--- config.mk ---
export PLATFORM = sky130hd
export DESIGN_NAME = toggle_period_meter
export DESIGN_NICKNAME = d
export VERILOG_FILES = /design/src/rtl/toggle_period_meter_pkg.sv /design/src/rtl/toggle_period_meter_edge_sync.sv /design/src/rtl/toggle_period_meter.sv
export SDC_FILE = /design/constraint.sdc
export NUM_CORES = 1
export LEC_CHECK = 0
export BUFFER_PORTS_ARGS = -buffer_cell sky130_fd_sc_hd__buf_2
export CORE_ASPECT_RATIO = 0.7
export CORE_MARGIN = 4
export CORE_UTILIZATION = 60
export DETAILED_ROUTE_END_ITERATION = 6
export GPL_TIMING_DRIVEN = 1
export PLACE_DENSITY = 0.8
export SYNTH_ARGS = -nofsm -noshare
export SYNTH_HDL_FRONTEND = slang
export SYNTH_SLANG_ARGS = --single-unit
export TNS_END_PERCENT = 50
--- constraint.sdc ---
create_clock -name i_clk -period 3.6 [get_ports i_clk]
set_input_delay 0.18 -clock i_clk [delete_from_list [all_inputs] [get_ports i_clk]]
set_output_delay 0.18 -clock i_clk [all_outputs]
set_load 0.005 [all_outputs]
--- src/rtl/toggle_period_meter_pkg.sv ---
// Shared timing constants and state encoding for the toggle period meter
// and its blink-generator counterpart, so both ends agree on the half-period.
package toggle_period_meter_pkg;

    localparam logic [1:0] ST_IDLE    = 2'd0;
    localparam logic [1:0] ST_MEASURE = 2'd1;
    localparam logic [1:0] ST_STALLED = 2'd2;

    localparam int CLK_HZ           = 27_000_000;
    localparam int DEF_EXPECT_HALF  = CLK_HZ / 2;
    localparam int DEF_TOL          = DEF_EXPECT_HALF / 10;
    localparam int DEF_TIMEOUT      = CLK_HZ;

endpackage

--- src/rtl/toggle_period_meter_edge_sync.sv ---
// Multi-flop synchronizer with a history flop; flags both rising and falling
// edges of an asynchronous input. Reusable for buttons and similar inputs.
module edge_sync #(
    parameter int SYNC_STAGES = 2
) (
    input  logic i_clk,
    input  logic i_rst_n,
    input  logic i_async,
    output logic o_level,
    output logic o_edge
);

    logic [SYNC_STAGES-1:0] sync_r;
    logic                   hist_r;

    // Shift the async input through the synchronizer chain and keep one cycle of history
    always_ff @(posedge i_clk or negedge i_rst_n) begin
        if (!i_rst_n) begin
            sync_r <= {SYNC_STAGES{1'b0}};
            hist_r <= 1'b0;
        end else begin
            sync_r <= {sync_r[SYNC_STAGES-2:0], i_async};
            hist_r <= sync_r[SYNC_STAGES-1];
        end
    end

    assign o_level = sync_r[SYNC_STAGES-1];
    assign o_edge  = sync_r[SYNC_STAGES-1] ^ hist_r;

endmodule

--- src/rtl/toggle_period_meter.sv ---
// Measures edge-to-edge interval of a slow toggling input, flags lock against
// an expected half-period and declares a stall when no edge arrives in time.
module toggle_period_meter
    import toggle_period_meter_pkg::*;
#(
    parameter int CNT_W          = 32,
    parameter int SYNC_STAGES    = 2,
    parameter int EXPECT_HALF    = DEF_EXPECT_HALF,
    parameter int TOL            = DEF_TOL,
    parameter int TIMEOUT_CYCLES = DEF_TIMEOUT
) (
    input  logic             i_clk,
    input  logic             i_rst_n,
    input  logic             i_sig,
    output logic [CNT_W-1:0] o_half_period,
    output logic             o_valid,
    output logic             o_locked,
    output logic             o_timeout,
    output logic             o_level
);

    localparam logic [CNT_W-1:0] EXP_C = CNT_W'(EXPECT_HALF);
    localparam logic [CNT_W-1:0] TOL_C = CNT_W'(TOL);
    localparam logic [CNT_W-1:0] TMO_C = CNT_W'(TIMEOUT_CYCLES);
    localparam logic [CNT_W-1:0] ONE_C = CNT_W'(1);

    function automatic logic within_tol(input logic [CNT_W-1:0] val);
        logic [CNT_W-1:0] diff;
        diff = (val >= EXP_C) ? (val - EXP_C) : (EXP_C - val);
        return (diff <= TOL_C);
    endfunction

    logic             sync_level_s;
    logic             edge_s;
    logic [1:0]       state_r;
    logic [CNT_W-1:0] cnt_r;

    edge_sync #(
        .SYNC_STAGES (SYNC_STAGES)
    ) u_edge_sync (
        .i_clk   (i_clk),
        .i_rst_n (i_rst_n),
        .i_async (i_sig),
        .o_level (sync_level_s),
        .o_edge  (edge_s)
    );

    // Interval counter: restarts at 1 on each edge, saturates at the timeout so it never wraps
    always_ff @(posedge i_clk or negedge i_rst_n) begin
        if (!i_rst_n) begin
            cnt_r <= {CNT_W{1'b0}};
        end else if (edge_s) begin
            cnt_r <= ONE_C;
        end else if (cnt_r != TMO_C) begin
            cnt_r <= cnt_r + ONE_C;
        end else begin
            cnt_r <= cnt_r;
        end
    end

    // Measurement state machine and registered outputs; an edge always wins over the timeout
    always_ff @(posedge i_clk or negedge i_rst_n) begin
        if (!i_rst_n) begin
            state_r       <= ST_IDLE;
            o_half_period <= {CNT_W{1'b0}};
            o_valid       <= 1'b0;
            o_locked      <= 1'b0;
            o_timeout     <= 1'b0;
            o_level       <= 1'b0;
        end else begin
            o_level <= sync_level_s;
            o_valid <= 1'b0;
            case (state_r)
                ST_IDLE: begin
                    if (edge_s) begin
                        state_r <= ST_MEASURE;
                    end
                end
                ST_MEASURE: begin
                    if (edge_s) begin
                        o_half_period <= cnt_r;
                        o_valid       <= 1'b1;
                        o_locked      <= within_tol(cnt_r);
                    end else if (cnt_r == TMO_C) begin
                        state_r   <= ST_STALLED;
                        o_timeout <= 1'b1;
                        o_locked  <= 1'b0;
                    end
                end
                ST_STALLED: begin
                    if (edge_s) begin
                        state_r   <= ST_MEASURE;
                        o_timeout <= 1'b0;
                    end
                end
                default: begin
                    state_r   <= ST_IDLE;
                    o_locked  <= 1'b0;
                    o_timeout <= 1'b0;
                end
            endcase
        end
    end

endmodule

==> flow_summary.toml <==
[critical_path]
rr_endpoint = "o_locked"
critPathCaptureType = "register"
cp_data_arrival_time_ns = 3.68
worstPathMaxFanout = 26
required_ns = 3.88
cp-start-kind = "register"
reg2reg_slack_ns = 0.20
criticalPathCategory = "register to register"
worstRegToRegCells = 11
worstReg2RegStart = "cnt_r[0]"

[power_and_ir_drop]
ir_drop_mv = 0.302
p_leak_uw = 0.00226
power_density_nw_per_um2 = 349

[grt]
antenna_found_initial = 0
grt_max_degree = 73
grt_pass1_wl_microns = 19500
grt.total_usage_pct = 29.3
grt_pass1_vias = 3792
grt_remaining_overflow = 0

[yosys]
netlist_area_sq_um = 4350
synth_top_cell_by_area = "dfrtp_1"
synth_top_cell_area_share_pct = 41.4
synthFlopType = "dfrtp_1"
syn_area_per_cell_sq_um = 8.14
synthCells = 535
yosys_warnings = 0
synth_edf_count = 0
synth.net_count = 543
synth_cell_types = 54
synthTopCellsByArea = "dfrtp_1 41%, nand2_1 9.7%, xnor2_1 5.0%"
ys_seq_area_share_pct = 41.4
yosys_register_bits = 72
ys_async_sr_fraction_pct = 100

[clock_network]
clockBufferDepth = 2
path_clk_slew_ns = 0.08
clkLatencyLatePin_ns = 0.36
cts_tree = "done"
cts_buffers = 9
htree_levels = 3
clock_sinks = 72
root_buffer = "clkbuf_8"

[min_path]
whs_path_depth = 0
min-delay-start = "u_edge_sync.sync_r[0]"
holdPathEnd = "u_edge_sync.sync_r[1]"
hold_path.class = "register to register"

[cells_and_area]
fillers = 556
multi_input_area_sq_um = 2340
drive_gt1_share_pct = 15.1
area_growth_pct = 14.2
num_antenna_cells = 0
most-common-layout-cells = "113 x nand2_1, 72 x dfrtp_1, 55 x nor2_1"
finalNetCount = 586
layout_commonest_cell = "nand2_1"
fin_area_sq_um = 4970
regArea_sq_um = 1800

[placed_design]
gp_congestion = 1.04
dp_worst_setup_slack_ns = 0.142
hpwl_microns = 8390
postPlaceCellArea_sq_um = 4720
portBuffers = 38

[drt]
vias = 4117
wire_per_inst_microns = 17.6
via_per_inst = 6.08
ant_nets = 0
drt_iter0_markers = 422
wl_met2_microns = 5010
routed.top_layer = "met4"
route.met3.wl_microns = 1160
drt-total-wl_microns = 11900
drt-met1-wl_microns = 5500
drc = 0
dr.pass1.iters = 5

[sta]
slew_violations = 0
period_minus_slack_ns = 3.40
setup_ws_ns = 0.200
tns_ns = 0
max_freq_mhz = 294
setup_viol_count_final = 0
fin_crit_sh_pct = 94.5
tightest_slew_ns = 0.906
relSlewSlack_pct = 39.6
hold_viol_final = 0
skew_ns = 0.00976

[floorplan]
dieArea_sq_um = 8710
die_w_microns = 110
fp.dieH_microns = 79.3
initial_utilization_pct = 63.0
ioPinCount = 39
core_sq_um = 6910
rows = 25

[job]
cap_violations = 0

[run_status]
status = "finished, final reports clean"
-- final cells by class --
cell class / instances / area share (%)
clock buffers: 11 / 2.84
clock inverters: 5 / 1.61
inverters: 14 / 1.06
multi-input cells: 413 / 47.1
flip-flops and latches: 72 / 36.2
well taps: 94 / 2.37
repair buffers: 68 / 8.76
-- critical path: stages, from the launching register on --
cell	delay, ns
dfrtp_1	0.45
inv_1	0.17
ha_2	0.27
nor4b_4	0.27
nand3b_1	0.15
o41a_1	0.42
o21a_1	0.17
buf_12	0.17
or4_4	0.49
a2111oi_2	0.44
a31oi_1	0.15
a31oi_1	0.17
-- worst max-delay path by stage --
stage / startpoint / endpoint / slack [ns] / depth (start not counted)
after global placement: cnt_r[0] / o_locked / 0.23 / 11
final: cnt_r[0] / o_locked / 0.20 / 11
after global routing: cnt_r[0] / o_locked / -0.003 / 14
after CTS: cnt_r[0] / o_locked / 0.09 / 11
after detailed placement: cnt_r[0] / o_locked / 0.14 / 11
after floorplan: cnt_r[0] / o_locked / 0.53 / 11
-- Yosys cell counts (13+ instances only) --
cell      count
clkbuf_1     18
nor3_1       18
inv_1        13
nand3_1      22
dfrtp_1      72
xor2_1       14
nand2_1     113
a21oi_1      23
xnor2_1      25
or3_1        15
buf_2        13
nor2_1       55
o21ai_0      33
-- layer usage --
metal / global-route usage, % / vias up
li1: - / 1935
met1: 45.2 / 1954
met2: 41.1 / 203
met3: 5.52 / 25
met4: 8.59 / 0
met5: 0 / -
-- through the flow --
| step | hold WS, ns | total power, uW | util, % | cells |
|---|---|---|---|---|
| after CTS | 0.367 | 1740 | 71.7 | 676 |
| final | 0.366 | 1730 | 71.9 | 677 |
| after global placement | 0.291 | 1010 | 68.2 | 658 |
| after floorplan | -0.116 | 956 | - | 535 |
| after detailed placement | 0.292 | 1020 | 68.2 | 658 |
| after global routing | 0.385 | 1820 | 71.9 | 677 |
-- flip-flops by register name, summed over array words and instances (netlist names) --
signal,count
o_locked,1
state_r,2
u_edge_sync.sync_r,2
o_timeout,1
o_level,1
o_half_period,32
cnt_r,32
o_valid,1
-- cells by family after synthesis --
logic type / Yosys count / synth area share [%]
simple gates: 263 / 28.1
compound gates: 98 / 14.3
flops: 72 / 41.4
buf+inv: 50 / 5.11
xor+xnor: 39 / 7.84
mux: 8 / 1.84
fa+ha+maj: 5 / 1.44
-- report_power, final --
| part | internal [uW] | total [uW] | switching [uW] |
|---|---|---|---|
| Sequential | 827 | 852 | 25.5 |
| Combinational | 49.8 | 158 | 108 |
| Clock | 408 | 724 | 316 |
-- timing repair --
item / CTS / global route
setup endpoints to repair: 0 / 1
resized for setup: 0 / 2
setup buffers: 0 / 1
hold endpoints to repair: 73 / 0
hold buffers: 2 / 0
Power figures use the tool's default switching activity.
